[config.mk]
export PLATFORM = sky130hd
export DESIGN_NAME = ysyx_25030093_csr_file
export DESIGN_NICKNAME = d
export VERILOG_FILES = /design/src/rtl/ysyx_25030093_csr_file.sv
export SDC_FILE = /design/constraint.sdc
export NUM_CORES = 1
export LEC_CHECK = 0
export CAP_MARGIN = 20
export CORE_ASPECT_RATIO = 1.2
export CORE_MARGIN = 2
export CORE_UTILIZATION = 36
export CTS_CLUSTER_DIAMETER = 50
export CTS_CLUSTER_SIZE = 16
export DETAILED_ROUTE_END_ITERATION = 8
export PLACE_DENSITY = 0.63
export SYNTH_ARGS = -nofsm -noshare
export SYNTH_HDL_FRONTEND = slang
export SYNTH_SLANG_ARGS = --single-unit
[constraint.sdc]
create_clock -name clk -period 4.7 [get_ports clk]
set_input_delay 0.94 -clock clk [delete_from_list [all_inputs] [get_ports clk]]
set_output_delay 0.94 -clock clk [all_outputs]
set_load 0.02 [all_outputs]
[src/rtl/ysyx_25030093_csr_file.sv]
// rtl/ysyx_25030093_csr_file.sv - M-mode CSR file with trap/MRET redirect FSM; mcycle counter under CSR_MCYCLE_EN
`timescale 1ns/1ps
module ysyx_25030093_csr_file #(
    parameter int unsigned     XLEN      = 32,
    parameter int unsigned     HART_ID   = 0,
    parameter logic [XLEN-1:0] MTVEC_RST = 32'h0
) (
    input  logic            clk,
    input  logic            rst,
    input  logic [11:0]     csr_addr,
    input  logic [1:0]      csr_op,
    input  logic [XLEN-1:0] csr_wsrc,
    input  logic            csr_wsrc_zero,
    output logic [XLEN-1:0] csr_rdata,
    output logic            csr_illegal,
    input  logic            trap_valid,
    input  logic [XLEN-1:0] trap_cause,
    input  logic [XLEN-1:0] trap_pc,
    input  logic [XLEN-1:0] trap_tval,
    input  logic            mret_valid,
    output logic            req_ready,
    output logic            redirect_valid,
    output logic [XLEN-1:0] redirect_pc
);
    localparam logic [11:0] A_MSTATUS  = 12'h300;
    localparam logic [11:0] A_MISA     = 12'h301;
    localparam logic [11:0] A_MTVEC    = 12'h305;
    localparam logic [11:0] A_MSCRATCH = 12'h340;
    localparam logic [11:0] A_MEPC     = 12'h341;
    localparam logic [11:0] A_MCAUSE   = 12'h342;
    localparam logic [11:0] A_MTVAL    = 12'h343;
    localparam logic [11:0] A_MHARTID  = 12'hF14;
`ifdef CSR_MCYCLE_EN
    localparam logic [11:0] A_MCYCLE   = 12'hB00;
    localparam logic [11:0] A_MCYCLEH  = 12'hB80;
`endif
    localparam logic [1:0]      MXL      = (XLEN == 64) ? 2'd2 : 2'd1;
    localparam logic [XLEN-1:0] MISA_VAL = {MXL, {(XLEN-28){1'b0}}, 26'h100};

    typedef enum logic {S_IDLE, S_REDIR} state_t;
    state_t state;

    logic            mie, mpie;
    logic [XLEN-1:0] mtvec, mscratch, mepc, mcause, mtval;
`ifdef CSR_MCYCLE_EN
    logic [63:0]     mcycle;
`endif
    logic            impl, ro, is_write, csr_we;
    logic            trap_acc, mret_acc;
    logic [XLEN-1:0] wdata, vec_base, trap_target;

    // Address decode and combinational read mux; unimplemented addresses read 0
    always_comb begin
        impl      = 1'b1;
        csr_rdata = '0;
        case (csr_addr)
            A_MSTATUS: begin
                csr_rdata[12:11] = 2'b11;
                csr_rdata[7]     = mpie;
                csr_rdata[3]     = mie;
            end
            A_MISA:     csr_rdata = MISA_VAL;
            A_MTVEC:    csr_rdata = mtvec & ~XLEN'(2);
            A_MSCRATCH: csr_rdata = mscratch;
            A_MEPC:     csr_rdata = mepc;
            A_MCAUSE:   csr_rdata = mcause;
            A_MTVAL:    csr_rdata = mtval;
            A_MHARTID:  csr_rdata = XLEN'(HART_ID);
`ifdef CSR_MCYCLE_EN
            A_MCYCLE:   csr_rdata = mcycle[XLEN-1:0];
            A_MCYCLEH: begin
                if (XLEN == 32) csr_rdata = XLEN'(mcycle[63:32]);
                else            impl = 1'b0;
            end
`endif
            default:    impl = 1'b0;
        endcase
    end

    // Legality, read-modify-write value and trap vector computation
    always_comb begin
        ro          = (csr_addr[11:10] == 2'b11) || (csr_addr == A_MISA);
        is_write    = (csr_op == 2'b01) || (csr_op[1] && !csr_wsrc_zero);
        csr_illegal = (csr_op != 2'b00) && (!impl || (is_write && ro));
        csr_we      = is_write && !csr_illegal;
        case (csr_op)
            2'b01:   wdata = csr_wsrc;
            2'b10:   wdata = csr_rdata | csr_wsrc;
            2'b11:   wdata = csr_rdata & ~csr_wsrc;
            default: wdata = csr_rdata;
        endcase
        trap_acc    = trap_valid && req_ready;
        mret_acc    = mret_valid && req_ready && !trap_valid;
        vec_base    = {mtvec[XLEN-1:2], 2'b00};
        trap_target = (mtvec[0] && trap_cause[XLEN-1])
                    ? vec_base + {trap_cause[XLEN-3:0], 2'b00} : vec_base;
    end

    // Redirect FSM: IDLE accepts one trap/MRET, REDIR emits the one-cycle redirect pulse
    always_ff @(posedge clk or negedge rst) begin
        if (!rst) begin
            state          <= S_IDLE;
            req_ready      <= 1'b1;
            redirect_valid <= 1'b0;
            redirect_pc    <= '0;
        end else begin
            case (state)
                S_IDLE: begin
                    if (trap_acc) begin
                        state          <= S_REDIR;
                        req_ready      <= 1'b0;
                        redirect_valid <= 1'b1;
                        redirect_pc    <= trap_target;
                    end else if (mret_acc) begin
                        state          <= S_REDIR;
                        req_ready      <= 1'b0;
                        redirect_valid <= 1'b1;
                        redirect_pc    <= mepc;
                    end
                end
                default: begin
                    state          <= S_IDLE;
                    req_ready      <= 1'b1;
                    redirect_valid <= 1'b0;
                end
            endcase
        end
    end

    // Trap-visible CSRs: trap and MRET take priority over a software write to the same register
    always_ff @(posedge clk or negedge rst) begin
        if (!rst) begin
            mie    <= 1'b0;
            mpie   <= 1'b0;
            mepc   <= '0;
            mcause <= '0;
            mtval  <= '0;
        end else if (trap_acc) begin
            mepc   <= trap_pc & ~XLEN'(3);
            mcause <= trap_cause;
            mtval  <= trap_tval;
            mpie   <= mie;
            mie    <= 1'b0;
        end else begin
            if (mret_acc) begin
                mie  <= mpie;
                mpie <= 1'b1;
            end else if (csr_we && csr_addr == A_MSTATUS) begin
                mie  <= wdata[3];
                mpie <= wdata[7];
            end
            if (csr_we && csr_addr == A_MEPC)   mepc   <= wdata & ~XLEN'(3);
            if (csr_we && csr_addr == A_MCAUSE) mcause <= wdata;
            if (csr_we && csr_addr == A_MTVAL)  mtval  <= wdata;
        end
    end

    // Software-only CSRs
    always_ff @(posedge clk or negedge rst) begin
        if (!rst) begin
            mtvec    <= MTVEC_RST;
            mscratch <= '0;
        end else begin
            if (csr_we && csr_addr == A_MTVEC)    mtvec    <= wdata;
            if (csr_we && csr_addr == A_MSCRATCH) mscratch <= wdata;
        end
    end

`ifdef CSR_MCYCLE_EN
    // Free-running cycle counter; a software write to one half freezes the other half that cycle
    always_ff @(posedge clk or negedge rst) begin
        if (!rst)                                 mcycle <= '0;
        else if (csr_we && csr_addr == A_MCYCLE)  mcycle[XLEN-1:0] <= wdata;
        else if (csr_we && csr_addr == A_MCYCLEH) mcycle[63:32] <= wdata[31:0];
        else                                      mcycle <= mcycle + 64'd1;
    end
`endif
endmodule

* Word-level counts from Yosys, hierarchy flattened
Cells that the tools add are included.
Operators by class: add/sub/neg operators 1, multiply operators 0, div/mod/pow operators 0, $lt $le $gt $ge 0, equal/unequal tests 12, shift-type cells 0, muxes and demuxes 33, bitwise operators 4, reductions and logical operators 30
Operators by type and width (number):
- two-way mux 32 bit | 9
- case mux 19 bit (6 select lines) | 1
- case mux 32 bit (3 select lines) | 1
- == test 12 x 10 -> 1 bit (second input constant) | 7
- adder 32 bit | 1
- bitwise AND 32 bit | 1
- inverter 32 bit | 1
- bitwise OR 32 bit | 1
- case mux 3 bit (5 select lines) | 2
- case mux 3 bit (6 select lines) | 1
- two-way mux 1 bit | 16
- logical AND 1 bit | 14
- == test 12 bit (second input constant) | 1
- case mux 1 bit (6 select lines) | 2
- case mux 2 bit (6 select lines) | 1
- nonzero test 2 bit | 5
- OR reduction 8 bit | 1
- == test 2 bit (second input constant) | 3
- nonzero test 3 bit | 2
- logical NOT 1 bit | 4
- logical OR 1 bit | 3
- == test 2 x 1 -> 1 bit (second input constant) | 1
- AND reduction 2 bit | 1
- inverter 1 bit | 1
Word-level totals: register bits after elaboration 197, latch bits 0, bits in writable memories 0, memory bits (read-only) 0, input port bits 147, output and inout port bits 67, memories kept 0

* Logic depth before layout (Yosys ltp)
depth in word-level cells 12, depth in mapped cells 11

* Worst setup path after synthesis
OpenSTA, ideal clock, no wires.
kind input to output, start point input port csr_addr[0], end point output port csr_rdata[2], arrival time 2.559 ns, required time 3.760 ns, path slack 1.201 ns, stages 7, path buffers 3, cell sequence buf_2 -> buf_2 -> buf_1 -> mux2i_1 -> o2bb2ai_1 -> a221oi_1 -> inv_1
On the way: word-level cells in the longest chain between the ends 2, elaborated cells on any way between the ends 6, those cells by class eq/ne (5); mux (1)
Ends and longest elaborated chain:
- start, declared | line 10 | input logic [11:0] csr_addr,
- == test 12 x 10 -> 1 bit | line 56 | case (csr_addr)
- case mux 3 bit (5 select lines) * | line 56
- end, declared | line 14 | output logic [XLEN-1:0] csr_rdata,
Every way passes the cells marked *; elsewhere a longest branch is shown, timed or not.

* Worst setup path in the final report
start point input port csr_addr[7], end point output port csr_rdata[10]
On the way: word-level cells in the longest chain between the ends 2, elaborated cells on any way between the ends 7, those cells by class eq/ne (6); mux (1)
Ends and longest elaborated chain (line):
- == test 12 x 10 -> 1 bit | 56
- case mux 3 bit (6 select lines) * | 56
Marks and branches as above.

==> metrics <==
initial drt markers=726; register area=roughly 4800 sq um; diodes inserted=0; MaxCap Viol Count=0; routability congestion estimate=about 0.87; fin nets=1680; final max-slew violation count=0; most common cell in the netlist=nand2_1; Buf+Inv Stages, Crit Path=4; global-route wire length before repair=between 60000 and 70000 um; hold depth=2; Net Switching=952 uW; xor/xnor share of the synthesized area=0.0383; FF-to-FF Start=mtvec[8]; Syn. warnings=0; WP data required=3.76 ns; Yosys reg bits=192; number of synthesized flops with an enable pin=0; Power Total=3610 uW; Yosys top cell by area=dfrtp_1; Synth Area in Adders=0.0322; CP most frequent cell=clkdlybuf4s50_1; sum of negative setup slack=0 ns; mean cell area of the mapped netlist=9.08 sq um; min cycle time layout=4.54 ns; hold path start=redirect_pc[15]; number of gates resized after cts=0; status=finished clean; share of Yosys cell area claimed by the top area cell type=0.402; worst-case clock buffer depth=2; Clock Skew=0.0165 ns; CTS root buffer=clkbuf_16; CP max stage cell=clkdlybuf4s50_1; H-Tree Depth=4; pwr dens=~240 nW/um^2; TritonCTS clock tree=built; Setup crit start kind=primary input; Multi-input gate area=roughly 6500 sq um; Wirelength per Cell=21.6 um; CTS Buf Count=17; cells on worst reg2reg path=10; Max Fclk=220 MHz; cell count after synthesis=1309; fin crit share=0.965; internal power=~2700 uW; Overflow after GRT=0; clk sinks=around 190; DR vias=10900; largest net degree at the start of global routing=115; endpoints failing setup=0; post-synthesis mux area share=0.129; Die X-Extent=170 um; Top Ports=214; crit-path leading delay family=buffers and inverters; Routed WL=41600 um; crit path capture type=output pin; GRT Util Overall=0.241; DRC violations left=0; Initial Util=0.367; Die Y=just over 200 um; Clock Power Share=0.432; sequential area share after synthesis=0.404; relative slew slack=0.286; worst hold slack=0.483 ns; flop2flop setup slack=1.48 ns; switching share of power=0.264; Clock Pin Slew Worst Setup and Hold Paths=approximately 0.080 ns; Critical Path Fanout Max=20; Synth area leaders=dfrtp_1, mux2i_1, nand2_1; Comb pwr share=0.110; Synth async-reset ratio=1.00; Worst path max stage delay=roughly 0.60 ns; HP Class=flip-flop to flip-flop; initial antenna violation count=1; Post-CTS Hold Fix Bufs=0; Peak VDD IR=0.213 mV; Setup CP Type=primary input to output pin; critical path, cell by cell=clkdlybuf4s50_1, or4_4, nor3_2, nand2_1, nor2_4, buf_12, o2bb2ai_1, a221oi_1, inv_1, clkdlybuf4s50_1; reg2reg end=redirect_pc[31]; Clk Latency, worst-skew pair=0.44 ns; Worst Hold Path EP=redirect_pc[15]; Worst-Margin Slew=1.07 ns; Synth Cell Area=11900 sq um; Post-synth top cells=nand2_1, dfrtp_1, o21ai_0; RSZ-0062 raised after global routing=false; Synth Area in Compound Gates=0.220; port buffer count=209; Post-CTS Setup Repair Bufs=0; # rows=72; HPWL after DPL=approximately 29000 um; DRT Pass-1 Iters=5; Core ar.=32400 sq um; fraction of layout cells with a size suffix above 1=0.106; Avg Vias per Cell=5.68; number of global-route vias before repair=about 11000; Post-synth top flop=dfrtp_1; fillcell total=3109; Worst Path Arrival=~3.6 ns; ANT nets after route=0; largest family of logic cells by synthesized area=compound AO/OA/AOI/OAI gates; Final Hold Vio Count=0; P&R area growth vs syn=28.0%; Synth Area in Simple Gates=0.126; Synth cell types=69; die area=34500 sq um; leakage=0.00703 uW; Reg power frac=0.458
[metrics by stage]
stage,cell area [sq um],setup slack (ns),instances,util
after floorplan,11900,1.20,1310,-
after global routing,15200,0.0330,1923,0.469
after detailed placement,14600,0.163,1891,0.450
after global placement,14600,0.182,1891,0.450
final,15200,0.164,1923,0.469
after CTS,15200,0.147,1923,0.469
[registers in the layout (all words and copies together) (netlist names)]
| register | cells |
|---|---|
| mpie | 1 |
| mtval | 32 |
| mtvec | 31 |
| mcause | 32 |
| req_ready | 1 |
| redirect_pc | 30 |
| mie | 1 |
| mscratch | 32 |
| redirect_valid | 1 |
| mepc | 30 |
| state | 1 |
[tightest hold or removal path: stages (launching register included)]
cell and delay [ns]:
dfrtp_1 0.35, nand2_1 0.05, o21ai_0 0.06
[cells by family (layout without fill, tap and decap cells)]
logic type	count (synthesis)	count (layout)
AOI/OAI and AO/OA	415	415
xor gates and xnor gates	52	52
adders and majority gates	30	30
buffers and inverters	142	348
DFF	192	192
muxes	147	147
other	1	2
and+or+nand+nor	330	330
[how the worst max path moves through the flow]
stage | start | endpoint | slack, ns | cells past startpoint
global placement | csr_addr[7] | csr_rdata[31] | 0.18 | 10
detailed placement | csr_addr[7] | csr_rdata[4] | 0.16 | 9
global route | csr_addr[7] | csr_rdata[22] | 0.03 | 10
finish | csr_addr[7] | csr_rdata[10] | 0.16 | 10
CTS | csr_addr[7] | csr_rdata[10] | 0.15 | 10
floorplan | csr_addr[0] | csr_rdata[2] | 1.20 | 7
[placed cells by master (no fill, tap or decap), types with 4 or more instances in the layout]
cell / synthesis / final
nand2_1: 194 / 193
and3_1: 6 / 5
a21boi_0: 5 / 5
a22oi_1: 24 / 24
nand2b_1: 8 / 8
clkdlybuf4s50_1: 0 / 206
nor2b_1: 5 / 5
a21oi_1: 79 / 78
buf_4: 2 / 42
or2_2: 5 / 5
o211ai_1: 8 / 8
a211oi_1: 13 / 13
buf_12: 0 / 7
nor3_1: 7 / 7
a221oi_1: 26 / 26
and2_0: 4 / 4
nand3_1: 16 / 16
ha_1: 29 / 29
o21a_1: 5 / 5
nand4_1: 9 / 9
mux2i_1: 94 / 94
o22ai_1: 31 / 31
xnor2_1: 40 / 40
o2bb2ai_1: 21 / 21
clkbuf_16: 0 / 17
inv_6: 0 / 5
or3_1: 9 / 9
xor2_1: 12 / 12
o21ai_0: 121 / 121
a21o_1: 18 / 18
mux2_2: 53 / 53
inv_1: 58 / 58
dfrtp_1: 191 / 191
a31oi_1: 13 / 12
o21ai_1: 24 / 24
nor2_1: 45 / 45
[layout make-up]
class                   count  area share
clock buffers              17      0.0279
multi-input cells         976       0.429
well taps                 407      0.0335
flip-flops and latches    192       0.316
inverters                  58      0.0143
repair buffers            258       0.167
clock inverters            15      0.0126
[per-layer routing]
| metal | global-route usage | wire length (um) | vias up |
|---|---|---|---|
| li1 | - | - | 5117 |
| met1 | 0.292 | 16900 | 5336 |
| met2 | 0.415 | 20700 | 382 |
| met3 | 0.0435 | 2170 | 90 |
| met4 | 0.110 | 1830 | 2 |
| met5 | 0 | 12 | - |
[power by group through the flow]
stage               combinational, uW  clock [uW]  sequential (uW)
floorplan                         163           0             1680
global placement                  395           0             1680
detailed placement                398           0             1680
CTS                               400        1570             1650
global route                      432        1640             1650
finish                            398        1560             1650
Note: power is estimated with default switching activity, not from simulation.
